[config.mk]
export PLATFORM = sky130hd
export DESIGN_NAME = sram_bus_arbiter
export DESIGN_NICKNAME = d
export VERILOG_FILES = /design/src/rtl/sram_bus_arbiter_pkg.sv /design/src/rtl/sram_bus_arbiter_bus_req_slot.sv /design/src/rtl/sram_bus_arbiter.sv
export SDC_FILE = /design/constraint.sdc
export NUM_CORES = 1
export LEC_CHECK = 0
export ABC_AREA = 1
export ABC_CLOCK_PERIOD_IN_PS = 5700
export CORE_MARGIN = 10
export CORE_UTILIZATION = 46
export DETAILED_ROUTE_END_ITERATION = 10
export GPL_TIMING_DRIVEN = 0
export PLACE_DENSITY = 0.95
export SKIP_LAST_GASP = 1
export SYNTH_ARGS = -nofsm -noshare
export SYNTH_HDL_FRONTEND = slang
export SYNTH_SLANG_ARGS = --single-unit
[constraint.sdc]
create_clock -name clk -period 5.7 [get_ports clk]
set_clock_uncertainty 0.15 [all_clocks]
set_input_delay 1.71 -clock clk [delete_from_list [all_inputs] [get_ports clk]]
set_output_delay 1.71 -clock clk [all_outputs]
set_load 0.05 [all_outputs]
[src/rtl/sram_bus_arbiter_pkg.sv]
// Shared types and constants for the instruction/data SRAM bus arbiter.
// Bus request fields travel as one packed struct so the bus register is loaded in one step.
package sram_bus_arbiter_pkg;

  localparam int RegBus  = 32;
  localparam int StallPc = 0;
  localparam int StallEx = 3;
  localparam logic [3:0] BusSelAll = 4'b1111;

  typedef enum logic [1:0] {
    ArbIdle = 2'd0,
    ArbMem  = 2'd1,
    ArbIf   = 2'd2
  } arb_state_e;

  typedef struct packed {
    logic              we;
    logic [RegBus-1:0] addr;
    logic [3:0]        sel;
    logic [RegBus-1:0] data;
  } bus_req_t;

endpackage

[src/rtl/sram_bus_arbiter_bus_req_slot.sv]
// Per-requester result slot: done/discard flags plus data buffer, updated on transfer end.
// Holds a result until the pipeline advances; a flush drops it, including one still in flight.
module bus_req_slot
  import sram_bus_arbiter_pkg::*;
(
  input  logic              clk,
  input  logic              rst,
  input  logic              advance_i,
  input  logic              flush_i,
  input  logic              busy_i,
  input  logic              end_i,
  input  logic              capture_i,
  input  logic [RegBus-1:0] rdata_i,
  output logic              done_o,
  output logic [RegBus-1:0] data_o
);

  logic              done_q, done_d;
  logic              discard_q, discard_d;
  logic [RegBus-1:0] buf_q, buf_d;

  always_comb begin
    done_d    = done_q;
    discard_d = discard_q;
    buf_d     = buf_q;
    if (advance_i || flush_i) begin
      done_d = 1'b0;
    end
    // A flush landing on the final transfer cycle must also drop that result.
    if (end_i && !discard_q && !flush_i) begin
      done_d = 1'b1;
    end
    if (end_i) begin
      discard_d = 1'b0;
    end else if (flush_i && busy_i) begin
      discard_d = 1'b1;
    end
    if (end_i && capture_i) begin
      buf_d = rdata_i;
    end
  end

  always_ff @(posedge clk) begin
    if (rst) begin
      done_q    <= 1'b0;
      discard_q <= 1'b0;
      buf_q     <= '0;
    end else begin
      done_q    <= done_d;
      discard_q <= discard_d;
      buf_q     <= buf_d;
    end
  end

  assign done_o = done_q;
  assign data_o = done_q ? buf_q : '0;

endmodule

[src/rtl/sram_bus_arbiter.sv]
// Shares one 32-bit SRAM bus between fetch and data requesters, data first; 2-cycle min latency.
// Requesters stall via *_stallreq_o until their result is done; a transfer times out after TIMEOUT_CYCLES.
module sram_bus_arbiter
  import sram_bus_arbiter_pkg::*;
#(
  parameter int TIMEOUT_CYCLES = 16,
  parameter int CNT_W          = 5
) (
  input  logic              clk,
  input  logic              rst,
  input  logic [5:0]        stall_i,
  input  logic              flush_i,
  input  logic              if_ce_i,
  input  logic [RegBus-1:0] if_addr_i,
  output logic [RegBus-1:0] if_data_o,
  output logic              if_stallreq_o,
  input  logic              mem_ce_i,
  input  logic              mem_we_i,
  input  logic [RegBus-1:0] mem_addr_i,
  input  logic [3:0]        mem_sel_i,
  input  logic [RegBus-1:0] mem_data_i,
  output logic [RegBus-1:0] mem_data_o,
  output logic              mem_stallreq_o,
  output logic              bus_cyc_o,
  output logic              bus_stb_o,
  output logic              bus_we_o,
  output logic [RegBus-1:0] bus_addr_o,
  output logic [3:0]        bus_sel_o,
  output logic [RegBus-1:0] bus_data_o,
  input  logic [RegBus-1:0] bus_data_i,
  input  logic              bus_ack_i,
  output logic              bus_err_o
);

  arb_state_e        state_q, state_d;
  logic [CNT_W-1:0]  cnt_q, cnt_d;
  logic              cyc_q, cyc_d;
  bus_req_t          req_q, req_d;
  logic              err_q, err_d;

  logic              done_if, done_mem;
  logic              pend_if, pend_mem;
  logic              xfer_end;
  logic [RegBus-1:0] rdata;
  logic              unused_stall;

  assign unused_stall = ^{stall_i[5:4], stall_i[2:1]};

  assign pend_if        = if_ce_i & ~done_if;
  assign pend_mem       = mem_ce_i & ~done_mem;
  assign if_stallreq_o  = pend_if;
  assign mem_stallreq_o = pend_mem;

  assign xfer_end = (state_q != ArbIdle) &&
                    (bus_ack_i || (cnt_q == CNT_W'(TIMEOUT_CYCLES - 1)));
  assign rdata    = bus_ack_i ? bus_data_i : '0;

  always_comb begin
    state_d = state_q;
    cnt_d   = '0;
    cyc_d   = cyc_q;
    req_d   = req_q;
    err_d   = 1'b0;
    case (state_q)
      ArbIdle: begin
        if (pend_mem) begin
          state_d    = ArbMem;
          cyc_d      = 1'b1;
          req_d.we   = mem_we_i;
          req_d.addr = mem_addr_i;
          req_d.sel  = mem_sel_i;
          req_d.data = mem_data_i;
        end else if (pend_if) begin
          state_d    = ArbIf;
          cyc_d      = 1'b1;
          req_d.we   = 1'b0;
          req_d.addr = if_addr_i;
          req_d.sel  = BusSelAll;
          req_d.data = '0;
        end
      end
      ArbMem, ArbIf: begin
        if (xfer_end) begin
          state_d = ArbIdle;
          cyc_d   = 1'b0;
          req_d   = '0;
          err_d   = ~bus_ack_i;
        end else begin
          cnt_d = cnt_q + CNT_W'(1);
        end
      end
      default: begin
        state_d = ArbIdle;
        cyc_d   = 1'b0;
        req_d   = '0;
      end
    endcase
  end

  always_ff @(posedge clk) begin
    if (rst) begin
      state_q <= ArbIdle;
      cnt_q   <= '0;
      cyc_q   <= 1'b0;
      req_q   <= '0;
      err_q   <= 1'b0;
    end else begin
      state_q <= state_d;
      cnt_q   <= cnt_d;
      cyc_q   <= cyc_d;
      req_q   <= req_d;
      err_q   <= err_d;
    end
  end

  bus_req_slot u_if_slot (
    .clk       (clk),
    .rst       (rst),
    .advance_i (~stall_i[StallPc]),
    .flush_i   (flush_i),
    .busy_i    (state_q == ArbIf),
    .end_i     (xfer_end && (state_q == ArbIf)),
    .capture_i (1'b1),
    .rdata_i   (rdata),
    .done_o    (done_if),
    .data_o    (if_data_o)
  );

  // Stores leave the load buffer untouched.
  bus_req_slot u_mem_slot (
    .clk       (clk),
    .rst       (rst),
    .advance_i (~stall_i[StallEx]),
    .flush_i   (flush_i),
    .busy_i    (state_q == ArbMem),
    .end_i     (xfer_end && (state_q == ArbMem)),
    .capture_i (~req_q.we),
    .rdata_i   (rdata),
    .done_o    (done_mem),
    .data_o    (mem_data_o)
  );

  assign bus_cyc_o  = cyc_q;
  assign bus_stb_o  = cyc_q;
  assign bus_we_o   = req_q.we;
  assign bus_addr_o = req_q.addr;
  assign bus_sel_o  = req_q.sel;
  assign bus_data_o = req_q.data;
  assign bus_err_o  = err_q;

endmodule

==> out/metrics.csv <==
stage,metric,value,unit
run_status,status,completed,
pwr,combPwrFrac,43.2,%
clock_network,post_cts_buffers,0,
timing,layout_min_cycle_time,5.019,ns
logic_synthesis,synth_top_family_by_area,simple AND/OR/NAND/NOR gates,
placement,place_congestion,0.9710,
pwr,p_leak,4.478,nW
global_route,overflow,0,
worst_setup_path,end_kind,output pin,
detailed_routing,ant_nets,0,
detailed_routing,drt_iter0_drc,545,
worst_setup_path,r2r_setup_slack,3.47,ns
placement,dp_cells,1412,
worst_setup_path,cp-startpoint,mem_ce_i,
global_route,use_met1,27.66,%
finish,area_delta_synth_final,54.86,%
die,die-area,19300,um^2
worst_setup_path,worst-setup-path-type,input pin to output pin,
logic_synthesis,synth.top_cells.by_area,"dfxtp_1 (45%), nand2_1 (20%), a21oi_1 (13%)",
timing,hold_violations,0,
pwr,switchingPower,1.751,mW
clock_network,clockBufferDepth,2,
global_route,grt_antenna_before_repair,0,
worst_hold_path,hold_start,bus_data_o[10],
timing,slew_violations,0,
global_route,grtUsageTotal,24.42,%
die,die_h,138.9,um
pwr,p_int,2.519,mW
finish,antenna_cells,0,
placement,place_hpwl,18.78,mm
worst_setup_path,reg2reg_to,u_if_slot.buf_q[17],
pwr,seq_power_share,31.0,%
die,core_area,13880,um^2
pwr,peakVddDrop,0.0002711,V
placement,place_ws,0.7002,ns
finish,instances_no_fill,1444,
pwr,clkPwrFrac,25.9,%
worst_setup_path,critical_path_required,3.84,ns
global_route,grt_pass1_vias,7108,
worst_setup_path,path_buf_inv,4,
global_route,use_met3,7.329,%
die,die_w,138.9,um
logic_synthesis,yosysTopAreaCellShare,44.91,%
worst_setup_path,r2r-start,state_q[0],
clock_network,cts.sinks,146,
logic_synthesis,synth_compound_area_share,15.94,%
global_route,busiest_layer,met2,
logic_synthesis,postSynthNetCount,1106,
worst_setup_path,path_max_fanout,10,
timing,worst_pin_slew,0.6352,ns
worst_hold_path,holdPathEnd,bus_data_o[10],
global_route,grt_max_degree,17,
detailed_routing,dr_total_vias,7304,
timing,setup_ws,0.6808,ns
worst_setup_path,path_cells,"buf_2, nand2_2, buf_4, inv_1, clkdlybuf4s50_1",
clock_network,h-tree-depth,4,
die,pin_count,283,
logic_synthesis,yosys.area_share.adder,0.9614,%
timing,finalSetupViolCount,0,
detailed_routing,vias_per_cell,5.058,
logic_synthesis,yosysTopAreaCell,dfxtp_1,
clock_network,cts_tree,built,
global_route,met2_usage,40.57,%
logic_synthesis,yosys.area_share.simple,25.00,%
detailed_routing,firstDrtPassIters,6,
pwr,finalPower,4.271,mW
detailed_routing,drc_errors,0,
clock_network,cts_buffers,17,
worst_setup_path,cp.arrival,3.16,ns
logic_synthesis,muxShareOfSynthArea,0,%
die,start_util,46.88,%
run,maxCapViolCount,0,
global_route,grt_pass1_wl,38.30,mm
placement,io_buffers,276,
finish,final_nets,1401,
clock_network,cts_resized,0,
finish,fillers,1049,
timing,rsz0062_at_grt,false,
logic_synthesis,synth_cells,956,
worst_setup_path,cp_slowest_stage_delay,0.87,ns
pwr,sw_frac_of_total,41.00,%
worst_setup_path,worstRegToRegCells,8,
detailed_routing,wl_per_cell,17.05,um
timing,fmax,0.1992,GHz
worst_hold_path,hold_path.class,register to register,
timing,fin_setup_tns,0,ns
worst_setup_path,cpLargestDelayFamily,buffers and inverters,
worst_hold_path,whs_path_depth,2,
pwr,power_density,423.8,nW/um^2
worst_setup_path,cp-start-kind,input pin,
timing,relSlewSlack,57.66,%
finish,drive_above_1_share,5.617,%
logic_synthesis,syn_area,6507,um^2
timing,finalCritPeriodShare,88.06,%
logic_synthesis,yosys_warnings,0,
clock_network,clkSlewWorstSetupHoldPaths,0.06,ns
logic_synthesis,postSynthAreaPerCell,6.807,um^2
die,rows,43,
detailed_routing,wl,24.62,mm
logic_synthesis,synth_cell_type_count,24,
clock_network,cts_hold_buf,0,
logic_synthesis,yosysSeqAreaShare,44.91,%
clock_network,clkLatencyLatePin,0.43,ns
clock_network,cts_root_buf,clkbuf_16,
logic_synthesis,synth_xor_area_share,0.1346,%
worst_setup_path,cp_slowest_cell,clkdlybuf4s50_1,
logic_synthesis,synth_seq_cells,146,
[registers in the layout (all words and copies together) (netlist names)]
signal / cells
bus_addr_o: 32
bus_data_o: 32
u_if_slot.buf_q: 32
u_mem_slot.buf_q: 32
cnt_q: 5
bus_sel_o: 4
state_q: 2
bus_cyc_o: 1
bus_err_o: 1
bus_we_o: 1
u_if_slot.discard_q: 1
u_if_slot.done_o: 1
u_mem_slot.discard_q: 1
u_mem_slot.done_o: 1
[cell usage after synthesis]
master    instances
a21oi_1         167
buf_1             1
buf_2             8
buf_4            13
buf_6            10
clkbuf_1         34
clkbuf_2          1
dfxtp_1         146
ha_1              5
inv_1           119
inv_2             1
inv_4             2
nand2_1         346
nand2_2           2
nand2_4           1
nand3_1          39
nor2_1           18
nor2_2            1
nor2_4            1
nor3_4            1
nor3b_1           1
o21ai_0          37
o21ai_4           1
xor2_1            1
[cell type report]
class	count	area, um^2	area share [%]
sequential	146	2923	29.00
buffer	67	386.6	3.837
timing repair buffer	276	2763	27.41
clock inverter	9	103.9	1.031
multi-input combinational	621	2735	27.14
tap	180	225.2	2.235
inverter	122	462.9	4.594
clock buffer	23	478.0	4.743
[cell usage in the layout, fill, tap and decap left out, types with 5 or more instances in the layout]
cell type and count:
a21oi_1 167, buf_2 8, buf_4 13, buf_6 10, clkbuf_1 37, clkbuf_16 17, clkdlybuf4s50_1 276, dfxtp_1 146
ha_1 5, inv_1 119, nand2_1 346, nand3_1 39, nor2_1 18, o21ai_0 37
[worst max-delay path by stage]
stage                           endpoint  slack (ns)  cells past startpoint
after floorplan           mem_stallreq_o        1.44                      4
after global placement    mem_stallreq_o        0.69                      5
after detailed placement  mem_stallreq_o        0.70                      5
after CTS                 mem_stallreq_o        0.69                      5
after global routing      mem_stallreq_o        0.65                      5
final                     mem_stallreq_o        0.68                      5
[metal layers]
metal | part of all wire, % | vias to the layer above
met5 | 0 | -
met1 | 38 | 3385
met3 | 7.9 | 70
li1 | - | 3555
met2 | 50 | 294
met4 | 4.3 | 0
[power groups by stage]
stage,logic (mW),registers (mW),clock network [mW]
2_1_floorplan,0.687,1.84,0
3_3_place_gp,1.81,1.33,0
3_5_place_dp,1.83,1.34,0
4_1_cts,1.84,1.32,1.11
5_1_grt,1.97,1.34,1.16
6_report,1.84,1.32,1.10
[tightest hold or removal path, stage by stage (launching register included)]
cell	delay, ns
dfxtp_1	0.31
nand2_1	0.06
a21oi_1	0.05
[kinds of logic after synthesis]
kind of cell    after synthesis
simple gates                410
compound gates              205
buf+inv                     189
flops                       146
fa+ha+maj                     5
xor+xnor                      1
[stage by stage]
| stage | hold WS [ns] | area (um^2) | util [%] |
|---|---|---|---|
| 2_1_floorplan | 0.2676 | 6507 | - |
| 3_3_place_gp | 0.2822 | 9495 | 68.41 |
| 3_5_place_dp | 0.3015 | 9495 | 68.41 |
| 4_1_cts | 0.3083 | 10080 | 72.60 |
| 5_1_grt | 0.3284 | 10080 | 72.60 |
| 6_report | 0.3066 | 10080 | 72.60 |
Power figures use the tool's default switching activity.
